File: src/rtl/bsr_chain_param_if.sv
// ---------------------------------------------------------------------------
// bsr_chain_param_if
//   Groups the TAP-side signals of the boundary-scan register: the serial
//   scan data pair and the DR strobes/instruction that the TAP controller
//   drives into the selected data register.
//
//   Signals
//     TDI         serial scan data into the chain
//     TDO         serial scan data out of the chain (driven by the BSR)
//     bsr_select  the BSR is the currently selected data register
//     dr_capture  TAP is in Capture-DR
//     dr_shift    TAP is in Shift-DR
//     dr_update   TAP is in Update-DR
//     instr       decoded boundary-scan instruction
//
//   Modports
//     master  TAP controller side (drives strobes and TDI, reads TDO)
//     slave   boundary-scan register side
// ---------------------------------------------------------------------------
interface bsr_chain_param_if;
  logic       TDI;
  logic       TDO;
  logic       bsr_select;
  logic       dr_capture;
  logic       dr_shift;
  logic       dr_update;
  logic [2:0] instr;

  modport master (
    output TDI,
    output bsr_select,
    output dr_capture,
    output dr_shift,
    output dr_update,
    output instr,
    input  TDO
  );

  modport slave (
    input  TDI,
    input  bsr_select,
    input  dr_capture,
    input  dr_shift,
    input  dr_update,
    input  instr,
    output TDO
  );
endinterface

File: src/rtl/bsr_chain_param.sv
// ---------------------------------------------------------------------------
// bsr_chain_param
//   Parametrised boundary-scan register sitting between the TAP controller
//   and the pad ring. It holds one scan cell per input pin, one per output
//   pin and one output-enable control cell per group of G output pins, each
//   backed by an update register. The instruction selects whether the pads
//   and core see functional values or the update registers.
//
//   Scan order: TDI -> IN[NUM_IN-1..0] -> OUT[NUM_OUT-1..0]
//                   -> OE[NUM_OE-1..0] -> TDO
//
//   Ports
//     TCK                        clock, all state changes on posedge
//     TRST                       synchronous active-high reset
//     tap                        TAP side (TDI/TDO, strobes, instruction)
//     parallel_in                values from the input pads
//     to_system_logic            values presented to the core
//     parallel_system_logic_out  core output data
//     system_oe                  core output enables
//     to_output_pin              data driven to the output pads
//     output_pin_oe              enables driven to the output pads
//     shift_count                bits shifted since the last capture,
//                                saturating at the chain length
// ---------------------------------------------------------------------------
module bsr_chain_param #(
  parameter int NUM_IN  = 9,
  parameter int NUM_OUT = 5,
  parameter int NUM_OE  = 1,
  parameter int CW      = $clog2(NUM_IN + NUM_OUT + NUM_OE + 1)
) (
  input  logic                TCK,
  input  logic                TRST,
  bsr_chain_param_if.slave    tap,
  input  logic [NUM_IN-1:0]   parallel_in,
  output logic [NUM_IN-1:0]   to_system_logic,
  input  logic [NUM_OUT-1:0]  parallel_system_logic_out,
  input  logic [NUM_OUT-1:0]  system_oe,
  output logic [NUM_OUT-1:0]  to_output_pin,
  output logic [NUM_OUT-1:0]  output_pin_oe,
  output logic [CW-1:0]       shift_count
);

  localparam int L      = NUM_IN + NUM_OUT + NUM_OE;
  localparam int G      = NUM_OUT / NUM_OE;
  localparam int OUT_LO = NUM_OE;
  localparam int IN_LO  = NUM_OE + NUM_OUT;
  localparam logic [CW-1:0] LEN = CW'(L);

  typedef enum logic [2:0] {
    INSTR_SAMPLE = 3'd0,
    INSTR_EXTEST = 3'd1,
    INSTR_INTEST = 3'd2,
    INSTR_CLAMP  = 3'd3,
    INSTR_HIGHZ  = 3'd4
  } instr_e;

  // Each OE control cell governs an equal-sized group of output pins, so a
  // ragged split is a configuration error caught at elaboration.
  generate
    if (NUM_OUT % NUM_OE != 0) begin : g_bad_oe_grouping
      $error("bsr_chain_param: NUM_OUT must be a multiple of NUM_OE");
    end
  endgenerate

  // Scan and update registers are kept as one packed chain with IN in the
  // MSBs and OE[0] in bit 0, so a shift is a single right shift and TDO is
  // simply bit 0.
  logic [L-1:0]       scan_chain;
  logic [L-1:0]       upd_chain;
  logic [NUM_OE-1:0]  cap_oe;
  logic [L-1:0]       cap_chain;

  logic [NUM_IN-1:0]  upd_in;
  logic [NUM_OUT-1:0] upd_out;
  logic [NUM_OE-1:0]  upd_oe;
  logic [NUM_OUT-1:0] upd_oe_expanded;

  // Capture value for each OE control cell: a group is considered enabled
  // if any pin in it is enabled by the core.
  always_comb begin
    cap_oe = '0;
    for (int k = 0; k < NUM_OE; k++) begin
      cap_oe[k] = |system_oe[k*G +: G];
    end
  end

  assign cap_chain = {parallel_in, parallel_system_logic_out, cap_oe};

  // Scan, update and counter state. Capture wins over shift; update copies
  // the pre-edge scan value, so an update and a capture/shift on the same
  // edge do not interfere. Nothing moves unless the BSR is selected, and
  // reset overrides any strobe present on the same edge.
  always_ff @(posedge TCK) begin
    if (TRST) begin
      scan_chain  <= '0;
      upd_chain   <= '0;
      shift_count <= '0;
    end else if (tap.bsr_select) begin
      if (tap.dr_capture) begin
        scan_chain  <= cap_chain;
        shift_count <= '0;
      end else if (tap.dr_shift) begin
        scan_chain <= {tap.TDI, scan_chain[L-1:1]};
        if (shift_count < LEN) begin
          shift_count <= shift_count + CW'(1);
        end
      end
      if (tap.dr_update) begin
        upd_chain <= scan_chain;
      end
    end
  end

  assign tap.TDO = scan_chain[0];

  assign upd_in  = upd_chain[IN_LO  +: NUM_IN];
  assign upd_out = upd_chain[OUT_LO +: NUM_OUT];
  assign upd_oe  = upd_chain[0      +: NUM_OE];

  // Fan each OE control cell out to the pins of its group.
  always_comb begin
    upd_oe_expanded = '0;
    for (int j = 0; j < NUM_OUT; j++) begin
      upd_oe_expanded[j] = upd_oe[j / G];
    end
  end

  // Pad and core muxes. Functional values pass through by default, which
  // also covers SAMPLE and the unused encodings 5-7.
  always_comb begin
    to_system_logic = parallel_in;
    to_output_pin   = parallel_system_logic_out;
    output_pin_oe   = system_oe;
    case (tap.instr)
      INSTR_EXTEST, INSTR_CLAMP: begin
        to_output_pin = upd_out;
        output_pin_oe = upd_oe_expanded;
      end
      INSTR_INTEST: begin
        to_system_logic = upd_in;
        to_output_pin   = upd_out;
        output_pin_oe   = upd_oe_expanded;
      end
      INSTR_HIGHZ: begin
        to_output_pin = upd_out;
        output_pin_oe = '0;
      end
      default: begin
        to_system_logic = parallel_in;
      end
    endcase
  end

endmodule

File: src/flat_wrapper.sv
// flat-port wrapper written by rule: the top's interface ports become plain ports
module bsr_chain_param_flat 
#(
  parameter int NUM_IN  = 9,
  parameter int NUM_OUT = 5,
  parameter int NUM_OE  = 1,
  parameter int CW      = $clog2(NUM_IN + NUM_OUT + NUM_OE + 1)
)
  (TCK, TRST, parallel_in, to_system_logic, parallel_system_logic_out, system_oe, to_output_pin, output_pin_oe, shift_count, tap_TDI, tap_bsr_select, tap_dr_capture, tap_dr_shift, tap_dr_update, tap_instr, tap_TDO);
  bsr_chain_param_if tap_i ();
  input  logic TCK;
  input  logic TRST;
  input  logic [NUM_IN-1:0] parallel_in;
  output logic [NUM_IN-1:0] to_system_logic;
  input  logic [NUM_OUT-1:0] parallel_system_logic_out;
  input  logic [NUM_OUT-1:0] system_oe;
  output logic [NUM_OUT-1:0] to_output_pin;
  output logic [NUM_OUT-1:0] output_pin_oe;
  output logic [CW-1:0] shift_count;
  input wire logic [$bits(tap_i.TDI)-1:0] tap_TDI;
  input wire logic [$bits(tap_i.bsr_select)-1:0] tap_bsr_select;
  input wire logic [$bits(tap_i.dr_capture)-1:0] tap_dr_capture;
  input wire logic [$bits(tap_i.dr_shift)-1:0] tap_dr_shift;
  input wire logic [$bits(tap_i.dr_update)-1:0] tap_dr_update;
  input wire logic [$bits(tap_i.instr)-1:0] tap_instr;
  output wire logic [$bits(tap_i.TDO)-1:0] tap_TDO;
  assign tap_i.TDI = tap_TDI;
  assign tap_i.bsr_select = tap_bsr_select;
  assign tap_i.dr_capture = tap_dr_capture;
  assign tap_i.dr_shift = tap_dr_shift;
  assign tap_i.dr_update = tap_dr_update;
  assign tap_i.instr = tap_instr;
  assign tap_TDO = tap_i.TDO;
  bsr_chain_param #(.NUM_IN(NUM_IN), .NUM_OUT(NUM_OUT), .NUM_OE(NUM_OE), .CW(CW)) u_core (.TCK(TCK), .TRST(TRST), .tap(tap_i), .parallel_in(parallel_in), .to_system_logic(to_system_logic), .parallel_system_logic_out(parallel_system_logic_out), .system_oe(system_oe), .to_output_pin(to_output_pin), .output_pin_oe(output_pin_oe), .shift_count(shift_count));
endmodule
File: config.mk
export PLATFORM = sky130hd
export DESIGN_NAME = bsr_chain_param_flat
export DESIGN_NICKNAME = d
export VERILOG_FILES = /design/src/rtl/bsr_chain_param_if.sv /design/src/rtl/bsr_chain_param.sv /design/src/flat_wrapper.sv
export SDC_FILE = /design/constraint.sdc
export NUM_CORES = 1
export LEC_CHECK = 0
export ABC_AREA = 1
export CORE_ASPECT_RATIO = 1.4
export CORE_UTILIZATION = 40
export DETAILED_ROUTE_END_ITERATION = 8
export PLACE_DENSITY = 0.68
export SYNTH_ARGS = -nofsm -noshare
export SYNTH_HDL_FRONTEND = slang
export SYNTH_SLANG_ARGS = --single-unit
File: constraint.sdc
create_clock -name TCK -period 4.4 [get_ports TCK]
set_input_delay 1.32 -clock TCK [delete_from_list [all_inputs] [get_ports TCK]]
set_output_delay 1.32 -clock TCK [all_outputs]
set_load 0.01 [all_outputs]
==> results.sh <==
export IMPL_ys_seq_area_share_pct=39.7
export IMPL_cts_resized=0
export IMPL_hold_path_depth=2
export IMPL_highest_layer="met4"
export IMPL_dieArea_mm2=0.00456
export IMPL_dpl_cell_count=336
export IMPL_async_flop_share_pct=0
export IMPL_post_cts_repair_setup_buffers=0
export IMPL_rows=27
export IMPL_synth_avg_cell_area_um2=6.84
export IMPL_netlist_top_cells_area="dfxtp_1 40%, o21ai_0 17%, nand2_1 9.8%"
export IMPL_detail_route_antenna_nets=0
export IMPL_synth_warnings=0
export IMPL_port_buffers=52
export IMPL_rsz0062_at_grt="false"
export IMPL_yosys_register_bits=34
export IMPL_finalWirelength_um=3670
export IMPL_cts_root_buffer="clkbuf_8"
export IMPL_drv_slew=0
export IMPL_timing_rr_start="u_core.shift_count[0]"
export IMPL_power_frac_seq_pct=46.2
export IMPL_status="finished with violations"
export IMPL_criticalPathCategory="in2out"
export IMPL_hold_path_class="reg2reg"
export IMPL_numClockSinks=34
export IMPL_critPathCaptureType="output port"
export IMPL_reg2reg_slack_ns=3.25
export IMPL_worstMarginPinSlew_ns=0.731
export IMPL_cts_tree="built"
export IMPL_synth_commonest_cells="60 x o21ai_0, 45 x nand2_1, 41 x inv_1"
export IMPL_p_int_mw=0.534
export IMPL_period_minus_slack_ns=4.29
export IMPL_syn2layout_area_growth_pct=36.7
export IMPL_synth_edf_count=0
export IMPL_min_to="u_core.upd_chain[8]"
export IMPL_power_density_mw_per_mm2=311
export IMPL_dp_hpwl_um=2640
export IMPL_die_width_um=57.4
export IMPL_yosys_area_top_type="dfxtp_1"
export IMPL_clock_path_buffers=2
export IMPL_leakage_nw=1.00
export IMPL_htree_levels=2
export IMPL_wirelength_met1_um=1710
export IMPL_setup_viol=0
export IMPL_core_area_mm2=0.00402
export IMPL_grt_use_total_pct=17.7
export IMPL_route_detailed_drc=6
export IMPL_critical_path_startpoint="tap_instr[2]"
export IMPL_grt_max_degree=32
export IMPL_cts_buffers=5
export IMPL_startpoint_type="primary input"
export IMPL_fin_cells=344
export IMPL_chipHeight_um=79.5
export IMPL_clkSlewWorstSetupHoldPaths_ns=0.07
export IMPL_min_from="u_core.upd_chain[8]"
export IMPL_worstPathMaxFanout=15
export IMPL_r2r_end="u_core.shift_count[2]"
export IMPL_p_sw_share_pct=27.0
export IMPL_r2r_cells=7
export IMPL_wl_met3_um=141
export IMPL_grt_pass1_vias=1456
export IMPL_hold_buffers=0
export IMPL_avgViaCountPerCell=4.83
export IMPL_p_sw_mw=0.197
export IMPL_dr_wl_met2_um=1790
export IMPL_drtIter0Drc=87
export IMPL_grt_first_pass_wirelength_um=6280
export IMPL_finalCritPeriodShare_pct=97.4
export IMPL_relSlewSlack_pct=51.2
export IMPL_dr_pass1_iters=6
export IMPL_pwr_share_comb_pct=21.1
export IMPL_overflow=0
export IMPL_diodes=0
export IMPL_fillers=399
export IMPL_required_ns=3.08
export IMPL_routabilityCongestion=0.702
export IMPL_yosysMostFrequentCell="o21ai_0"
export IMPL_synth_area_mm2=0.00172
export IMPL_yosys_most_used_dff="dfxtp_1"
export IMPL_drive_above_1_share_pct=6.64
export IMPL_clkLatencyLatePin_ns=0.28
export IMPL_max_cap_viol_count=0
export IMPL_vias=1660
export IMPL_netlist_instances=251
export IMPL_violations="DRC"
export IMPL_synth_fp_nets=281
export IMPL_start_util_pct=42.7
export IMPL_cp_arrival_ns=2.97
export IMPL_finClkSkew_ns=0.00477
export IMPL_ir_worst_vdd_mv=0.180
export IMPL_wl_per_cell_um=10.7
export IMPL_finalSetupTns_ns=0
export IMPL_pin_count=53
export IMPL_fin_nets=330
export IMPL_pwr_share_clk_pct=32.7
export IMPL_fmax_mhz=233
export IMPL_yosysTopAreaCellShare_pct=39.7
export IMPL_finalHoldViolCount=0
export IMPL_grt_antenna_before_repair=0
export IMPL_synth_distinct_cells=25
power groups by stage:
stage	clock network [mW]	logic [mW]	registers, mW
floorplan	0	0.0800	0.343
global placement	0	0.154	0.344
detailed placement	0	0.155	0.344
CTS	0.248	0.156	0.337
global route	0.260	0.172	0.339
finish	0.239	0.154	0.337
metal layers:
| layer | track usage (%) | up-vias |
|---|---|---|
| met4 | 7.32 | 0 |
| met3 | 3.73 | 2 |
| met2 | 30.5 | 32 |
| met5 | 0 | - |
| met1 | 20.9 | 726 |
| li1 | - | 900 |
cells by family (layout without fill, tap and decap cells):
kind of cell    after synthesis  in the layout  synth area share [%]
compound gates               94             94                  28.2
simple gates                 67             67                  17.2
buf+inv                      54            104                  13.3
fa+ha+maj                     1              1                 0.729
xor+xnor                      1              1                 0.948
flops                        34             34                  39.6
cell type report:
cell class / instances / area (µm²) / area share [%]
Clock buffer: 6 / 82.6 / 3.52
Clock inverter: 2 / 12.5 / 0.533
Inverter: 41 / 154 / 6.56
Multi-Input combinational cell: 163 / 808 / 34.4
Sequential cell: 34 / 681 / 29.0
Tap cell: 43 / 53.8 / 2.29
Timing Repair Buffer: 55 / 556 / 23.7
through the flow:
| step | worst slack [ns] | power [mW] | hold WS, ns | instance area, µm² | util [%] |
|---|---|---|---|---|---|
| after CTS | 0.102 | 0.741 | 0.453 | 2350 | 58.4 |
| after floorplan | 1.01 | 0.423 | 0.425 | 1720 | - |
| after global routing | 0.0256 | 0.772 | 0.475 | 2350 | 58.4 |
| after global placement | 0.155 | 0.498 | 0.437 | 2250 | 56.0 |
| after detailed placement | 0.110 | 0.499 | 0.442 | 2250 | 56.0 |
| final | 0.114 | 0.730 | 0.449 | 2350 | 58.4 |
cell usage in the layout (no fill, tap or decap), types with 2 or more instances in the layout:
cell	synthesis	layout
clkbuf_8	0	6
nand2_1	45	45
clkdlybuf4s50_1	0	52
a21oi_1	31	31
inv_1	41	41
dfxtp_1	34	34
nor2_1	12	12
o21ai_0	60	60
nor2_2	3	3
buf_4	3	2
critical path, cell delays in order:
cell and delay (ns):
clkdlybuf4s50_1 0.47, inv_1 0.09, xor2_2 0.17, buf_4 0.18
o21ai_0 0.17, clkdlybuf4s50_1 0.56
flip-flops by register name, indices dropped and copies added, names as in the netlist:
name	flops
u_core.scan_chain	15
u_core.shift_count	4
u_core.upd_chain	15
worst max path at each step:
stage / end / slack, ns / cells after the start
final: output_pin_oe[1] / 0.11 / 6
after global routing: to_output_pin[2] / 0.03 / 6
after CTS: output_pin_oe[1] / 0.10 / 6
after detailed placement: output_pin_oe[1] / 0.11 / 6
after global placement: to_output_pin[2] / 0.15 / 6
after floorplan: to_system_logic[0] / 1.01 / 4
Note: power is estimated with default switching activity, not from simulation.
==> RTL edit, RTL diff (config.mk and constraints unchanged) <==
`NUM_IN` is set to 9 in 2 places; all go to 18.
--- a/src/rtl/bsr_chain_param.sv
+++ b/src/rtl/bsr_chain_param.sv
@@ -23,7 +23,7 @@
 //                                saturating at the chain length
 // ---------------------------------------------------------------------------
 module bsr_chain_param #(
-  parameter int NUM_IN  = 9,
+  parameter int NUM_IN  = 18,
   parameter int NUM_OUT = 5,
   parameter int NUM_OE  = 1,
   parameter int CW      = $clog2(NUM_IN + NUM_OUT + NUM_OE + 1)
--- a/src/flat_wrapper.sv
+++ b/src/flat_wrapper.sv
@@ -1,7 +1,7 @@
 // flat-port wrapper written by rule: the top's interface ports become plain ports
 module bsr_chain_param_flat 
 #(
-  parameter int NUM_IN  = 9,
+  parameter int NUM_IN  = 18,
   parameter int NUM_OUT = 5,
   parameter int NUM_OE  = 1,
   parameter int CW      = $clog2(NUM_IN + NUM_OUT + NUM_OE + 1)
Interface: changed (resized parallel_in, shift_count and to_system_logic); port bits go from 53 to 72. The function was not compared with the original's and may differ.
==> RTL edit against the unedited design <==
Sequential share of layout area grew 3.1 points; worst setup slack better by 0.025 ns; largest cell class unchanged; area after synthesis grew 44%; wire length grew 57%; core utilization is 2.4 points lower; design area rose by 41%; total power increased by 40%; sequential cell count grew 19; highest routed layer unchanged; register-to-register slack gained 0.13 ns.
==> RTL edit: results (changes against the unedited design) <==
- Synth Area in Adders: 0.508% (-0.22 points)
- Worst-path clk slew: 0.10 ns (+0.03 ns)
- Origin of the worst min-delay path: u_core.upd_chain[6]
- Worst Tran Pin Value: 0.653 ns (-0.0777 ns)
- CP startpoint: tap_instr[0]
- R2R depth: 6 (-1)
- Placed Instances: 475 (+41%)
- Largest registers: u_core.scan_chain: 24 flops, u_core.upd_chain: 24 flops, u_core.shift_count: 5 flops
- Outcome: completed
- Commonest cells in the netlist: nand2_1 (79), o21ai_0 (68), dfxtp_1 (53)
- Top cells by area, synth: dfxtp_1 (43%), o21ai_0 (14%), nand2_1 (12%)
- Pleak: 1.32 nW (+31%)
- Post-synthesis xor/xnor area fraction: 0.660% (-0.29 points)
- Core Util, Final: 56.0% (-2.4 points)
- Routed via count: 2412 (+45%)
- Layout cell share with drive strength beyond 1: 5.08% (-1.6 points)
- Routability Congestion: 0.752 (+7.0%)
- Placement Cell Area: 3210 µm² (+43%)
- Gate Count Post-Synth: 350 (+39%)
- R2R Path Start: u_core.shift_count[3]
- Fill cell count: 621 (+56%)
- Place WS: 0.0824 ns (-0.0273 ns)
- Number of global-route vias before repair: 2232 (+53%)
- Pint: 0.735 mW (+38%)
- Largest net degree at the start of global routing: 43 (+34%)
- DP HPWL: 4140 µm (+57%)
- Post-synthesis sequential area ratio: 43.0% (+3.4 points)
[RTL edit: power groups by stage]
stage	registers (mW)	clock network [mW]	logic, mW
2_1_floorplan	0.537	0	0.116
3_3_place_gp	0.540	0	0.216
3_5_place_dp	0.541	0	0.219
4_1_cts	0.530	0.279	0.220
5_1_grt	0.534	0.299	0.244
6_report	0.530	0.272	0.217
[RTL edit: area by class of cell]
cell class                      count  area share (%)
Clock inverter                      3           0.681
Clock buffer                        5            2.08
Timing Repair Buffer               77            23.7
Sequential cell                    53            32.1
Inverter                           42            4.77
Tap cell                           70            2.65
Multi-Input combinational cell    233            34.1
[RTL edit: critical path, stage by stage]
cell,delay (ns)
clkdlybuf4s50_1,0.46
nor2_4,0.15
xor2_2,0.19
buf_12,0.16
nand2_1,0.05
o21ai_1,0.06
clkdlybuf4s50_1,0.55
[RTL edit: layer usage]
layer | GRT usage (%) | wire (µm)
met2 | 33.3 | 2860
met3 | 3.86 | 267
met1 | 22.9 | 2540
met4 | 5.38 | 89
met5 | 0 | 0
[RTL edit: worst paths after layout]
check / endpoint / slack [ns]
max: to_output_pin[2] / 0.14
min: u_core.upd_chain[6] / 0.45
max reg2reg: u_core.shift_count[2] / 3.38
min reg2reg: u_core.upd_chain[6] / 0.45
[RTL edit: cells by family (layout without fill, tap and decap cells)]
group / Yosys count / count (layout)
fa+ha+maj: 1 / 1
xor+xnor: 1 / 1
buf+inv: 64 / 127
compound gates: 133 / 133
flops: 53 / 53
simple gates: 98 / 98
